File: src/rtl/mux_2to1.sv
// mux_2to1: parameterizable 2:1 word selector.
// mux_out is a purely combinational pick of a_in/b_in. mux_out_q and control_q
// are registered copies for pipelined consumers, and they are the only state
// that clk and rst touch.
module mux_2to1 #(
    parameter int WIDTH = 64
) (
    input  logic             clk,
    input  logic             rst,
    input  logic [WIDTH-1:0] a_in,
    input  logic [WIDTH-1:0] b_in,
    input  logic             control,
    output logic [WIDTH-1:0] mux_out,
    output logic [WIDTH-1:0] mux_out_q,
    output logic             control_q
);

    // Select the word: only a definite 1 on control picks b_in; 0, X or Z fall back to a_in.
    always_comb begin
        // NOTE: mux_out gets a default before the if. Every path then assigns it, so no latch is inferred.
        mux_out = a_in;
        if (control == 1'b1) begin
            mux_out = b_in;
        end
    end

    // Registered copy of the selected word and of control. The reset is synchronous and clears only these outputs.
    always_ff @(posedge clk) begin
        // NOTE: state updates use <= so that every flop samples the values that were present before the edge.
        if (rst) begin
            mux_out_q <= '0;
            control_q <= 1'b0;
        end else begin
            mux_out_q <= mux_out;
            control_q <= control;
        end
    end

endmodule

File: config.mk
export PLATFORM = sky130hd
export DESIGN_NAME = mux_2to1
export DESIGN_NICKNAME = d
export VERILOG_FILES = /design/src/rtl/mux_2to1.sv
export SDC_FILE = /design/constraint.sdc
export NUM_CORES = 1
export LEC_CHECK = 0
export ABC_AREA = 0
export BUFFER_PORTS_ARGS = -buffer_cell sky130_fd_sc_hd__buf_4
export CORE_AREA = 4 4 97 99
export CTS_BUF_LIST = sky130_fd_sc_hd__clkbuf_2 sky130_fd_sc_hd__clkbuf_4 sky130_fd_sc_hd__clkbuf_8
export DETAILED_ROUTE_END_ITERATION = 12
export DIE_AREA = 0 0 101 103
export PLACE_DENSITY = 0.74
export REMOVE_ABC_BUFFERS = 1
export SYNTH_ARGS = -nofsm -noshare
export SYNTH_HDL_FRONTEND = slang
export SYNTH_SLANG_ARGS = --single-unit
File: constraint.sdc
create_clock -name clk -period 1.2 [get_ports clk]
set_clock_uncertainty 0.05 [all_clocks]
set_input_delay 0.24 -clock clk [delete_from_list [all_inputs] [get_ports clk]]
set_output_delay 0.24 -clock clk [all_outputs]
set_load 0.05 [all_outputs]
==> impl_metrics.json, run 1 <==
{
  "status": "finished with violations",
  "violations": "setup timing",
  "initial_core_util_pct": 31.7,
  "p_sw_share_pct": 32.9,
  "critPathTopFamily": "buffers and inverters",
  "drc": 0,
  "critPathLaunchType": "input port",
  "dieWidth_um": 101,
  "drive_gt1_share_pct": 74.2,
  "avgSynthCellArea_um2": 13.0,
  "synth-adder-area-share_pct": 0,
  "fin_ws_ns": -0.132,
  "fin_crit_ns": 1.33,
  "vias_per_cell": 4.38,
  "synth_mux_area_share_pct": 33.4,
  "ys_seq_area_share_pct": 48.1,
  "path_clk_slew_ns": 0.07,
  "p_per_area_mw_per_mm2": 1290,
  "grt.overflow.total": 0,
  "synth-simple-area-share_pct": 15.0,
  "syn2layout_area_growth_pct": 117,
  "pwr-share-comb_pct": 39.3,
  "finish.utilization_pct": 68.6,
  "fmax_mhz": 751,
  "nets": 630,
  "die_y_um": 103,
  "hp-class": "in -> reg",
  "hold_viol": 0,
  "dieArea_mm2": 0.0104,
  "syn_inst": 208,
  "final_cell_mix": "buf_4, nor2b_1, dfxtp_1",
  "grt_first_pass_wirelength_um": 14800,
  "holdCritStartpoint": "a_in[52]",
  "h-tree-depth": 3,
  "cap_violations": 0,
  "worst_pin_slew_ns": 0.166,
  "synthXorXnorAreaFrac_pct": 0,
  "firstDrtPassIters": 4,
  "wire_per_inst_um": 18.3,
  "crit_start": "control",
  "internal-power_w": 0.00509,
  "grt_pass1_vias": 2875,
  "drtIter0Drc": 43,
  "rsz0062_at_grt": "yes",
  "rows": 34,
  "gp_congestion": 0.739,
  "final_common_cell": "buf_4",
  "cpMaxStageDelayCell": "mux2_4",
  "maxSlewHeadroom_pct": 89.0,
  "grtUsageTotal_pct": 18.8,
  "antenna_found_initial": 0,
  "cts_tree": "yes",
  "grt_max_degree": 36,
  "seqPwrFrac_pct": 30.9,
  "synth_warnings": 0,
  "hold_slack_ns": 0.220,
  "finalCritPeriodShare_pct": 111,
  "crit_fanout": 8,
  "cts_made_buffers": 9,
  "switching_power_w": 0.00249,
  "port_buffers": 259,
  "synth_top_family_by_area": "multiplexers",
  "dp_hpwl_um": 7510,
  "synthesis.area_mm2": 0.00271,
  "synth-compound-area-share_pct": 0,
  "pwr-share-clk_pct": 29.8,
  "critPathBufInv": 3,
  "synth.distinct_cells": 8,
  "detail-route-antenna-nets": 0,
  "cts_buffer_depth": 2,
  "critPathMaxStageDelay_ns": 0.32,
  "clkSinkCount": 65,
  "n_fill_cell": 603,
  "power.leakage_nw": 2.99,
  "critical_path_required_ns": 0.91,
  "finalSetupViolCount": 65,
  "cp-end-kind": "output pin",
  "crit_type": "in -> out",
  "critical_path.cell_chain": "clkbuf_16, buf_16, mux2_4, buf_8",
  "pin_count": 260,
  "coreArea_mm2": 0.00855,
  "slew_violations": 0,
  "finalSetupTns_ns": -6.86,
  "cts_root_buffer": "clkbuf_8",
  "worst_ep_arrival_time_ns": 1.04,
  "antenna_cells": 0,
  "ir_drop_mv": 0.767,
  "ys_ff_latch": 65,
  "vias": 2680,
  "routed_wl_um": 11200
}
-- worst paths after layout --
kind,end,slack (ns),cells after the start
worst min-delay path,mux_out_q[52]$_SDFF_PP0_,0.22,3
worst max-delay path,mux_out[23],-0.13,4
-- power groups by stage --
stage | Combinational (W) | Sequential, W | Clock, W
detailed placement | 0.00254 | 0.00239 | 0
finish | 0.00298 | 0.00234 | 0.00226
CTS | 0.00284 | 0.00234 | 0.00233
global route | 0.00308 | 0.00236 | 0.00244
floorplan | 0.00102 | 0.00290 | 0
global placement | 0.00252 | 0.00239 | 0
-- Yosys cell counts --
cell      count  area (um^2)
buf_6         5         56.3
dfxtp_1      65         1300
clkbuf_1      7         26.3
mux2_2       15          169
buf_2         1         5.00
buf_4         1         7.51
nor2b_1      65          407
mux2_4       49          736
-- flip-flops by register name, summed over array words and instances (netlist names) --
name,flops
mux_out_q,64
control_q,1
-- through the flow --
stage	cells	area (um^2)	total power, W	setup WS [ns]
6_report	612	5860	0.00758	-0.132
5_1_grt	612	5860	0.00788	-0.146
4_1_cts	600	5590	0.00751	-0.171
3_5_place_dp	571	4820	0.00493	-0.263
3_3_place_gp	571	4820	0.00490	-0.245
2_1_floorplan	194	2610	0.00392	0.190
-- cells by family after synthesis --
group | Yosys count
flops | 65
simple gates | 65
mux | 64
buf+inv | 14
-- final cells by class --
type,count,area [um^2],area share (%)
well taps,108,135,2.30
multi-input cells,129,1370,23.3
clock inverters,5,103,1.75
repair buffers,294,2810,48.0
clock buffers,11,145,2.47
flip-flops and latches,65,1300,22.2
-- layer usage --
| layer | track usage, % | routed length (um) | vias to the layer above |
|---|---|---|---|
| met3 | 7.04 | 1150 | 9 |
| met1 | 17.9 | 3730 | 1259 |
| met2 | 37.3 | 6210 | 148 |
| met4 | 5.32 | 111 | 0 |
| li1 | - | - | 1264 |
| met5 | 0 | 0 | - |
-- repair_timing --
action	4_1_cts	5_1_grt
pin swaps	0	0
endpoints found under the setup margin	64	65
gates cloned	4	5
resized for setup	94	25
buffers inserted	9	7
hold buffers	0	0
No activity file was read; power rests on OpenSTA's default activity.
==> inputs of run 2 (changes only) <==
==> constraint.sdc (replaced) <==
create_clock -name clk -period 1.12 [get_ports clk]
set_clock_uncertainty 0.05 [all_clocks]
set_input_delay 0.224 -clock clk [delete_from_list [all_inputs] [get_ports clk]]
set_output_delay 0.224 -clock clk [all_outputs]
set_load 0.05 [all_outputs]
==> run 2 against run 1 <==
The run still ends with setup timing left. Design area is 6.0% higher. Flip-flop and latch count unchanged. Total power is 3.4% higher. Sequential power grew 10%. Core utilization rose by 4.1 points. Clock power down 15%. Via count rose by 1.5%. Non-clock buffer count rose by 2. Sequential share of layout area decreased by 0.14 points. Critical path depth is the same. First-iteration DRC count fell by 4.7%. Hold slack got worse by 0.079 ns.
==> impl_metrics.json, run 2 (synthesis results as in run 1) <==
{
  "status": "finished with violations",
  "violations": "setup timing",
  "drtIter0Drc": 41,
  "final_common_cell": "buf_4",
  "n_fill_cell": 528,
  "cts_made_buffers": 9,
  "dieArea_mm2": 0.0104,
  "syn2layout_area_growth_pct": 129,
  "reg_top3": "mux_out_q x64, control_q x1",
  "rsz0062_at_grt": "yes",
  "slew_violations": 0,
  "place_area_mm2": 0.00482,
  "wire_per_inst_um": 18.8,
  "finish.utilization_pct": 72.7,
  "rows": 34,
  "cts_root_buffer": "clkbuf_8",
  "firstDrtPassIters": 4,
  "hp-class": "in -> reg",
  "finalCritPeriodShare_pct": 115,
  "power.leakage_nw": 3.07,
  "path_clk_slew_ns": 0.07,
  "final_cell_mix": "buf_4, buf_6, nor2b_1",
  "cap_violations": 0,
  "crit_type": "in -> out",
  "cts_buffer_depth": 2,
  "grt_pass1_vias": 2953,
  "worst_pin_slew_ns": 0.178,
  "hold_buffers": 0,
  "fmax_mhz": 773,
  "worst_ep_arrival_time_ns": 1.02,
  "drive_gt1_share_pct": 85.1,
  "cts_tree": "yes",
  "ir_drop_mv": 0.859,
  "drc": 0,
  "grt_max_degree": 30,
  "grt_first_pass_wirelength_um": 15000,
  "antenna_cells": 0,
  "p_per_area_mw_per_mm2": 1260,
  "cp-end-kind": "output pin",
  "grtUsageTotal_pct": 19.1,
  "nets": 632,
  "clkSinkCount": 65,
  "routed_wl_um": 11500,
  "vias_per_cell": 4.44,
  "layoutNonFillerInstCount": 612,
  "antenna_found_initial": 0,
  "critPathMaxStageDelay_ns": 0.32,
  "maxSlewHeadroom_pct": 88.1,
  "initial_core_util_pct": 31.7,
  "fin_ws_ns": -0.173,
  "dp_cells": 571,
  "die_y_um": 103,
  "pin_count": 260,
  "regMostFlops": "mux_out_q",
  "grt.overflow.total": 0,
  "crit_fanout": 8,
  "hold_viol": 0,
  "coreArea_mm2": 0.00855,
  "dp_hpwl_um": 7240,
  "vias": 2720,
  "critPathLaunchType": "input port",
  "critical_path_required_ns": 0.85,
  "hold_slack_ns": 0.142,
  "detail-route-antenna-nets": 0,
  "gp_congestion": 0.741,
  "finalSetupViolCount": 65,
  "port_buffers": 259,
  "fin_crit_ns": 1.29,
  "largest_register_ffs": 64,
  "critical_path.cell_chain": "clkbuf_16, buf_16, mux2_4, buf_8",
  "cpMaxStageDelayCell": "mux2_4",
  "post-route-cell-area_mm2": 0.00621,
  "h-tree-depth": 3,
  "dieWidth_um": 101
}
## run 2: cell count changes in the layout (fill, tap and decap cells not counted), sizes merged
| cell | delta |
|---|---|
| clkbuf | -2 |
| bufinv | -2 |
| buf | +4 |
## run 2: worst paths after layout
path / startpoint / endpoint / slack (ns) / cells past startpoint
worst max-delay path: control / mux_out[14] / -0.17 / 4
worst min-delay path: rst / mux_out_q[9]$_SDFF_PP0_ / 0.14 / 2
## run 2: metal layers
layer / track usage, % / wire length [um]
met1: 18.2 / 3700
met2: 36.9 / 6390
met3: 6.90 / 1180
met4: 7.57 / 209
met5: 0 / 0
## run 2: stage by stage
step | total power [W] | setup TNS, ns | setup WS, ns
after global placement | 0.00526 | -23.44 | -0.293
after CTS | 0.00763 | -12.49 | -0.231
after detailed placement | 0.00528 | -25.36 | -0.310
final | 0.00784 | -9.64 | -0.173
after floorplan | 0.00420 | 0 | 0.126
after global routing | 0.00812 | -10.49 | -0.182
## run 2: worst max-delay path: cells and delay by family
family,cells,cell delay [ns]
buf+inv,3,0.47
mux,1,0.32
## run 2: cell type report
cell class | instances | area, um^2 | area share, %
multi-input cells | 129 | 1370 | 22.0
well taps | 108 | 135 | 2.17
clock inverters | 3 | 42.5 | 0.685
clock buffers | 11 | 145 | 2.34
flip-flops and latches | 65 | 1370 | 22.0
repair buffers | 296 | 3150 | 50.7
## run 2: timing repair
action | in CTS | in global routing
gates cloned | 6 | 3
resized for setup | 150 | 111
setup endpoints to repair | 115 | 126
buffers inserted | 8 | 10
## run 2: report_power, final
part / switching, W / total (W) / leakage (nW) / internal [W]
clock network: 0.000832 / 0.00192 / 0.0947 / 0.00109
registers: 0.0000814 / 0.00258 / 0.556 / 0.00250
logic: 0.00178 / 0.00334 / 2.42 / 0.00156
total: 0.00269 / 0.00784 / 3.07 / 0.00515
